`config.mk`:
```
export PLATFORM = sky130hd
export DESIGN_NAME = noc_credit_rx_buffer_flat
export DESIGN_NICKNAME = d
export VERILOG_FILES = /design/src/rtl/noc_credit_rx_buffer_if.sv /design/src/rtl/noc_credit_rx_buffer.sv /design/src/flat_wrapper.sv
export SDC_FILE = /design/constraint.sdc
export NUM_CORES = 1
export LEC_CHECK = 0
export CAP_MARGIN = 20
export CORE_MARGIN = 2
export CORE_UTILIZATION = 35
export CTS_CLUSTER_DIAMETER = 200
export CTS_CLUSTER_SIZE = 14
export DETAILED_ROUTE_END_ITERATION = 8
export SETUP_SLACK_MARGIN = 0.2
export SLEW_MARGIN = 10
export SYNTH_ARGS = -nofsm -noshare
export SYNTH_HDL_FRONTEND = slang
export SYNTH_SLANG_ARGS = --single-unit
export TNS_END_PERCENT = 50
```
`constraint.sdc`:
```
create_clock -name clock -period 7.8 [get_ports clock]
set_input_delay 1.17 -clock clock [delete_from_list [all_inputs] [get_ports clock]]
set_output_delay 1.17 -clock clock [all_outputs]
set_load 0.02 [all_outputs]
```
`src/rtl/noc_credit_rx_buffer_if.sv`:
```
// noc_credit_rx_buffer_if
//   Handshake bundle for one receive-side NoC channel buffer.
//   Incoming side : in_valid/in_data (no backpressure), in_yummy credit return.
//   Outgoing side : out_valid/out_data/out_sop/out_eop with out_ready.
//   Modports:
//     slave  - the buffer itself (consumes in_*, produces out_* and in_yummy)
//     master - the surrounding logic (drives in_*, out_ready; observes the rest)
interface noc_credit_rx_buffer_if #(
    parameter int DATA_WIDTH = 64
);
    logic                  in_valid;
    logic [DATA_WIDTH-1:0] in_data;
    logic                  in_yummy;
    logic                  out_valid;
    logic [DATA_WIDTH-1:0] out_data;
    logic                  out_sop;
    logic                  out_eop;
    logic                  out_ready;

    modport slave (
        input  in_valid, in_data, out_ready,
        output in_yummy, out_valid, out_data, out_sop, out_eop
    );

    modport master (
        output in_valid, in_data, out_ready,
        input  in_yummy, out_valid, out_data, out_sop, out_eop
    );
endinterface

```
`src/rtl/noc_credit_rx_buffer.sv`:
```
// noc_credit_rx_buffer
//   Receive-side buffer for one OpenPiton NoC channel. Flits arriving under
//   the valid/yummy credit protocol are stored in a DEPTH-entry FIFO; one
//   yummy is returned (registered) per flit consumed downstream. The head
//   flit is presented on a valid/ready interface with sop/eop markers derived
//   from the header payload-length field.
//   Ports:
//     clock     - sole clock, all state updates on posedge
//     rst_n     - asynchronous active-low reset
//     bus       - handshake bundle (slave view): in_valid, in_data, in_yummy,
//                 out_valid, out_data, out_sop, out_eop, out_ready
//     overflow  - sticky: a flit arrived while full with no pop
//     level     - current occupancy, 0..DEPTH
module noc_credit_rx_buffer #(
    parameter int DATA_WIDTH = 64,
    parameter int DEPTH      = 4,
    parameter int LEN_LSB    = 22,
    parameter int LEN_WIDTH  = 8
) (
    input  logic                     clock,
    input  logic                     rst_n,
    noc_credit_rx_buffer_if.slave    bus,
    output logic                     overflow,
    output logic [$clog2(DEPTH):0]   level
);
    localparam int PTR_W = $clog2(DEPTH);
    localparam int LVL_W = PTR_W + 1;
    localparam logic [LVL_W-1:0] FULL_LEVEL = LVL_W'(DEPTH);

    typedef enum logic {
        HDR,
        BODY
    } frame_state_t;

    logic [DATA_WIDTH-1:0] mem [DEPTH];
    logic [PTR_W-1:0]      wr_ptr;
    logic [PTR_W-1:0]      rd_ptr;
    frame_state_t          state;
    logic [LEN_WIDTH-1:0]  rem;
    logic [LEN_WIDTH-1:0]  head_len;
    logic                  full;
    logic                  push;
    logic                  pop;

    always_comb begin
        full     = (level == FULL_LEVEL);
        pop      = bus.out_valid & bus.out_ready;
        // A pop in the same cycle frees the slot, so a full FIFO still accepts.
        push     = bus.in_valid & (~full | pop);
        head_len = bus.out_data[LEN_LSB +: LEN_WIDTH];
    end

    assign bus.out_valid = (level != '0);
    assign bus.out_data  = mem[rd_ptr];
    assign bus.out_sop   = (state == HDR);
    // Gated by out_valid so eop reads 0 while empty (stale RAM contents).
    assign bus.out_eop   = bus.out_valid &
                           ((state == HDR) ? (head_len == '0)
                                           : (rem == LEN_WIDTH'(1)));

    // Storage carries no reset: contents are only observable when level != 0.
    always_ff @(posedge clock) begin
        if (push) begin
            mem[wr_ptr] <= bus.in_data;
        end
    end

    always_ff @(posedge clock or negedge rst_n) begin
        if (!rst_n) begin
            wr_ptr       <= '0;
            rd_ptr       <= '0;
            level        <= '0;
            bus.in_yummy <= 1'b0;
            overflow     <= 1'b0;
            state        <= HDR;
            rem          <= '0;
        end else begin
            // DEPTH is a power of two, so natural pointer wrap is modulo DEPTH.
            if (push) begin
                wr_ptr <= wr_ptr + PTR_W'(1);
            end
            if (pop) begin
                rd_ptr <= rd_ptr + PTR_W'(1);
            end

            case ({push, pop})
                2'b10:   level <= level + LVL_W'(1);
                2'b01:   level <= level - LVL_W'(1);
                default: level <= level;
            endcase

            bus.in_yummy <= pop;

            if (bus.in_valid && full && !pop) begin
                overflow <= 1'b1;
            end

            // Framing advances on consumption only.
            if (pop) begin
                case (state)
                    HDR: begin
                        if (head_len != '0) begin
                            rem   <= head_len;
                            state <= BODY;
                        end
                    end
                    BODY: begin
                        rem <= rem - LEN_WIDTH'(1);
                        if (rem == LEN_WIDTH'(1)) begin
                            state <= HDR;
                        end
                    end
                    default: state <= HDR;
                endcase
            end
        end
    end
endmodule

```
`src/flat_wrapper.sv`:
```
// flat-port wrapper written by rule: the top's interface ports become plain ports
module noc_credit_rx_buffer_flat 
#(
    parameter int DATA_WIDTH = 64,
    parameter int DEPTH      = 4,
    parameter int LEN_LSB    = 22,
    parameter int LEN_WIDTH  = 8
)
  (clock, rst_n, overflow, level, bus_in_valid, bus_in_data, bus_out_ready, bus_in_yummy, bus_out_valid, bus_out_data, bus_out_sop, bus_out_eop);
  noc_credit_rx_buffer_if #(.DATA_WIDTH(DATA_WIDTH)) bus_i ();
  input  logic clock;
  input  logic rst_n;
  output logic overflow;
  output logic [$clog2(DEPTH):0] level;
  input wire logic [$bits(bus_i.in_valid)-1:0] bus_in_valid;
  input wire logic [$bits(bus_i.in_data)-1:0] bus_in_data;
  input wire logic [$bits(bus_i.out_ready)-1:0] bus_out_ready;
  output wire logic [$bits(bus_i.in_yummy)-1:0] bus_in_yummy;
  output wire logic [$bits(bus_i.out_valid)-1:0] bus_out_valid;
  output wire logic [$bits(bus_i.out_data)-1:0] bus_out_data;
  output wire logic [$bits(bus_i.out_sop)-1:0] bus_out_sop;
  output wire logic [$bits(bus_i.out_eop)-1:0] bus_out_eop;
  assign bus_i.in_valid = bus_in_valid;
  assign bus_i.in_data = bus_in_data;
  assign bus_i.out_ready = bus_out_ready;
  assign bus_in_yummy = bus_i.in_yummy;
  assign bus_out_valid = bus_i.out_valid;
  assign bus_out_data = bus_i.out_data;
  assign bus_out_sop = bus_i.out_sop;
  assign bus_out_eop = bus_i.out_eop;
  noc_credit_rx_buffer #(.DATA_WIDTH(DATA_WIDTH), .DEPTH(DEPTH), .LEN_LSB(LEN_LSB), .LEN_WIDTH(LEN_WIDTH)) u_core (.clock(clock), .rst_n(rst_n), .bus(bus_i), .overflow(overflow), .level(level));
endmodule
```
* After elaboration in Yosys (flattened, before gate mapping)
Memory sizes are Yosys's and may differ from the RTL's.
Index checks and enable logic that the tools add are counted.
** Operators by class
- Shifts and indexed selects :: 0
- Div/mod/pow operators :: 0
- Multiplexer cells :: 9
- Equal/unequal tests :: 5
- $mul :: 0
- Order comparisons :: 0
- Reductions and logical operators :: 8
- $add $sub $neg :: 5
- Bitwise gates (word level) :: 6
** Operator list (count)
- 8-bit one-hot mux with 2 select lines :: 1
- 8-bit by 1-bit equality test with 1-bit output (second input constant) :: 1
- 8-bit logical NOT :: 1
- 8-bit two-way mux :: 1
- 8-bit nonzero test :: 1
- 8-bit by 1-bit subtractor with 8-bit output (second input constant) :: 1
- 3-bit one-hot mux with 2 select lines :: 1
- 1-bit two-way mux :: 5
- 2-bit by 1-bit adder with 2-bit output (second input constant) :: 2
- 3-bit by 1-bit adder with 3-bit output (second input constant) :: 1
- 1-bit AND :: 3
- 3-bit equality test (second input constant) :: 1
- 3-bit nonzero test :: 1
- 3-bit by 1-bit subtractor with 3-bit output (second input constant) :: 1
- 2-bit by 1-bit equality test with 1-bit output (second input constant) :: 1
- 2-bit equality test (second input constant) :: 1
- 1-bit logical AND :: 2
- 2-bit by 1-bit inequality test with 1-bit output (second input constant) :: 1
- 1-bit NOT :: 2
- 1-bit one-hot mux with 2 select lines :: 1
- 2-bit AND reduction :: 1
- 2-bit nonzero test :: 1
- 1-bit logical NOT :: 1
- 1-bit bitwise OR :: 1
** Storage, ports and cells
- Bits in latches :: 0
- Output and inout port bits :: 72
- Register bits after elaboration :: 18
- ROM bits :: 0
- Bits of input ports :: 68
- Memories :: 1
- Memory bits (writable) :: 256
** Memories
- u_core.mem :: depth 4, width 64, read ports 1, clocked after memory_dff 0, write ports 1, RTL line noc_credit_rx_buffer.sv:35 : logic [DATA_WIDTH-1:0] mem [DEPTH];

* Logic depth before layout (Yosys ltp)
- Depth in word-level cells :: 6
- Depth in mapped cells :: 7
- Mapped depth without buffers :: 7

* Worst setup path after synthesis
Ideal clock, no wire load.
- Path type :: input port to flip-flop
- Start :: in bus_in_valid
- End :: mem u_core.mem[0][0], enable pin
- Required time :: 7.371 ns
- Path slack :: 4.023 ns
- Setup time :: 0.429 ns
- Path buffers :: 2
- Data arrival time :: 3.348 ns
- Stages :: 4
- Path through :: clkbuf_1 > nor2b_1 > clkbuf_1 > and2_1
** On the way
- Cells in the longest elaborated chain, start to end :: 3
** Ends and longest elaborated chain
- start: declaration :: RTL line flat_wrapper.sv:15 : input wire logic [$bits(bus_i.in_valid)-1:0] bus_in_valid;
- 1-bit AND :: RTL line noc_credit_rx_buffer.sv:49 : push = bus.in_valid & (~full | pop);
- 1-bit two-way mux :: RTL line noc_credit_rx_buffer.sv:63 : if (push) begin
- 1-bit two-way mux (not written as such) :: RTL line noc_credit_rx_buffer.sv:64 : mem[wr_ptr] <= bus.in_data;
- end: declaration :: RTL line noc_credit_rx_buffer.sv:35
No other way between the ends.

* Final worst setup path
- Start :: reg u_core.rd_ptr[1]
- End :: out bus_out_eop
** On the way
- Cells in the longest elaborated chain, start to end :: 4
** Ends and longest elaborated chain
- start: declaration :: RTL line noc_credit_rx_buffer.sv:37 : logic [PTR_W-1:0] rd_ptr;
- start signal: assignment :: RTL line noc_credit_rx_buffer.sv:83 : rd_ptr <= rd_ptr + PTR_W'(1);
- memory read 4 x 64 bit
- 8-bit logical NOT :: RTL line noc_credit_rx_buffer.sv:58 : ((state == HDR) ? (head_len == '0)
- 1-bit two-way mux :: RTL line noc_credit_rx_buffer.sv:58
- 1-bit AND :: RTL line noc_credit_rx_buffer.sv:57 : assign bus.out_eop = bus.out_valid &
- end: declaration :: RTL line flat_wrapper.sv:22 : output wire logic [$bits(bus_i.out_eop)-1:0] bus_out_eop;
No other way between the ends.

==> impl_metrics.py <==
metrics = {
    "drt": {
        "postRouteAntennaNets": 0,
        "vias": 4851,
        "wire_per_inst_um": 19.8,
        "viasPerCell": 4.88,
        "drt_iter0_markers": 253,
        "drt_drc_violations_left": 0,
        "drt_wl_total_mm": 19.7,
        "first_pass_iters": 4,
    },
    "timing": {
        "tightest_slew_ps": 1080,
        "final.setup_skew_ps": 23.9,
        "setup_viol": 0,
        "relSlewSlack_pct": 28.3,
        "timing.final.max_slew_violations": 0,
        "fin_crit_ps": 5140,
        "setup_tns_ps": 0,
        "min_period_over_period_pct": 65.9,
        "rsz0062_at_grt": "false",
        "hold_violations": 0,
        "max_freq_ghz": 0.195,
        "final.setup.worst_slack_ps": 2660,
    },
    "global_route": {
        "grt_overflow_total": 0,
        "grt_pass1_wl_mm": 30.7,
        "antenna_found_initial": 0,
        "grt_max_degree": 67,
        "grt_usage_pct": 12.9,
        "grt_pass1_vias": 5396,
    },
    "logic_synthesis": {
        "syn_area_per_cell_um2": 23.1,
        "ys_seq_area_share_pct": 78.7,
        "synth_top_area_share_pct": 74.4,
        "synthArstFlopShare_pct": 6.57,
        "syn_area_um2": 10300,
        "yosys_register_bits": 274,
        "synthFlopType": "edfxtp_1",
        "synth_area_leader_cell": "edfxtp_1",
        "syn_inst": 448,
        "ys_types": 40,
        "synth_top_cells_by_count": "256 x edfxtp_1, 63 x mux4_2, 18 x dfrtp_1, 9 x clkbuf_1, 9 x inv_1",
        "yosys-top-cells-area": "edfxtp_1 74%, mux4_2 14%, dfrtp_1 4.4%",
        "yosysMostFrequentCell": "edfxtp_1",
        "synth-edff-count": 256,
        "synth_fp_nets": 523,
        "yosysWarnings": 0,
    },
    "clock_network": {
        "cts_resized": 0,
        "htreeDepth": 1,
        "numCtsBuffers": 23,
        "post_cts_buffers": 0,
        "cts_root_buf": "clkbuf_16",
        "clock_sinks": 274,
        "clk_pin_slew_ps": 70,
        "clk_latency_ps": 510,
        "cts_tree": "done",
        "cts_max_path_buffers": 3,
        "hold_buffers": 0,
    },
    "pwr": {
        "p_clk_share_pct": 20.9,
        "combPwrFrac_pct": 35.1,
        "p_int_uw": 3380,
        "p_seq_share_pct": 44.0,
        "power.total_uw": 4950,
        "p_switching_uw": 1570,
        "switching_share_pct": 31.7,
        "ir_drop_mv": 0.205,
        "leakagePower_uw": 0.00412,
        "powerDensity_nw_per_um2": 387,
    },
    "cells_and_area": {
        "diodes": 0,
        "finalNonFillerCells": 994,
        "fill_cells": 2485,
        "drive_gt1_share_pct": 16.9,
        "area_growth_pct": 23.8,
        "fin_nets": 669,
    },
    "hold_path": {
        "hp-class": "register to register",
    },
    "placed_design": {
        "pre_cts_ws_ps": 3120,
        "dp_hpwl_mm": 11.3,
        "numPortBuffers": 139,
        "gp_congestion": 0.754,
        "dp.cells": 953,
    },
    "critical_path": {
        "critPathKind": "register to output port",
        "crit_required_ps": 6630,
        "worst-path-max-fanout": 66,
        "cp-end-kind": "output port",
        "crit_arrival_ps": 3970,
        "startpoint_type": "register",
    },
    "run_status": {
        "status": "completed",
    },
    "floorplan": {
        "num_rows": 62,
        "initial_core_util_pct": 35.8,
        "die_w_um": 176,
        "die-area_um2": 30900,
        "core_area_um2": 28900,
        "die_y_um": 176,
        "ios": 140,
    },
    "job": {
        "maxCapViolations": 0,
    },
}
power groups by stage:
stage / sequential (µW) / clock [µW] / combinational [µW]
after floorplan: 2070 / 0 / 1140
after global placement: 2200 / 0 / 1750
after detailed placement: 2220 / 0 / 1770
after CTS: 2190 / 1070 / 1780
after global routing: 2230 / 1130 / 1870
final: 2180 / 1030 / 1740
registers in the layout (all words and copies together), names as in the netlist:
name / flops
u_core.state: 1
u_core.level: 3
u_core.rd_ptr: 2
u_core.rem: 8
u_core.mem: 256
u_core.bus.in_yummy: 1
u_core.wr_ptr: 2
u_core.overflow: 1
through the flow:
step / hold WS [ps] / cell area [µm²] / util, %
6_report: 462 / 12800 / 44.4
5_1_grt: 495 / 12800 / 44.4
4_1_cts: 468 / 12800 / 44.4
3_5_place_dp: 453 / 12200 / 42.1
3_3_place_gp: 444 / 12200 / 42.1
2_1_floorplan: 502 / 10300 / -
area by class of cell:
cell class / count / area [µm²] / area share, %
sequential: 274 / 8150 / 63.6
multi-input combinational: 146 / 2090 / 16.4
timing repair buffer: 140 / 1400 / 10.9
clock buffer: 40 / 639 / 4.99
tap: 384 / 480 / 3.75
inverter: 9 / 33.8 / 0.264
clock inverter: 1 / 8.76 / 0.0684
layer usage:
metal | global-route usage [%] | share of wire, % | vias up
met3 | 3.59 | 7.3 | 23
li1 | - | - | 2160
met4 | 2.69 | 1.3 | 0
met2 | 22.5 | 51 | 131
met1 | 16.1 | 41 | 2537
met5 | 0 | 0 | -
worst max-delay path, stage by stage, from the launching register on:
cell,delay (ps)
dfrtp_4,1130
mux4_2,450
or4_4,570
or4_1,460
a21boi_0,220
clkdlybuf4s50_1,640
final timing paths:
| check | start | end | slack [ps] | depth (start not counted) |
|---|---|---|---|---|
| setup / recovery | u_core.rd_ptr[1]$_DFFE_PN0N_ | bus_out_eop | 2660 | 5 |
| hold / removal | u_core.overflow$_DFFE_PN0P_ | u_core.overflow$_DFFE_PN0P_ | 460 | 1 |
| setup reg to reg | u_core.rd_ptr[1]$_DFFE_PN0N_ | u_core.rem[3]$_DFFE_PN0P_ | 4590 | 4 |
| hold reg to reg | u_core.overflow$_DFFE_PN0P_ | u_core.overflow$_DFFE_PN0P_ | 460 | 1 |
| max in group asynchronous | rst_n | u_core.rd_ptr[1]$_DFFE_PN0N_ | 5890 | 1 |
| min in group asynchronous | rst_n | u_core.level[0]$_DFFE_PN0P_ | 1200 | 1 |
logic make-up (layout without fill, tap and decap cells):
kind of cell / Yosys count / after routing / synth area share, %
XOR/XNOR: 10 / 10 / 0.847
buffers and inverters: 28 / 190 / 1.11
AO/OA/AOI/OAI: 24 / 24 / 1.78
flip-flops: 274 / 274 / 78.7
AND/OR/NAND/NOR: 31 / 31 / 1.77
multiplexers: 74 / 74 / 14.9
adder cells (fa/ha/maj): 7 / 7 / 0.920
placed cells by master (no fill, tap or decap), types with 3 or more instances in the layout:
cell / n
nand2_1: 5
a31oi_1: 4
inv_1: 9
clkdlybuf4s50_1: 139
mux4_2: 63
mux2_2: 3
nor2_1: 5
xor2_1: 4
ha_1: 6
mux2i_1: 6
and2_4: 4
clkbuf_16: 23
o21ai_0: 5
o31ai_1: 3
xnor2_1: 6
clkbuf_1: 17
or4_1: 5
dfrtp_1: 16
edfxtp_1: 256
(Power assumes the default switching activity.)
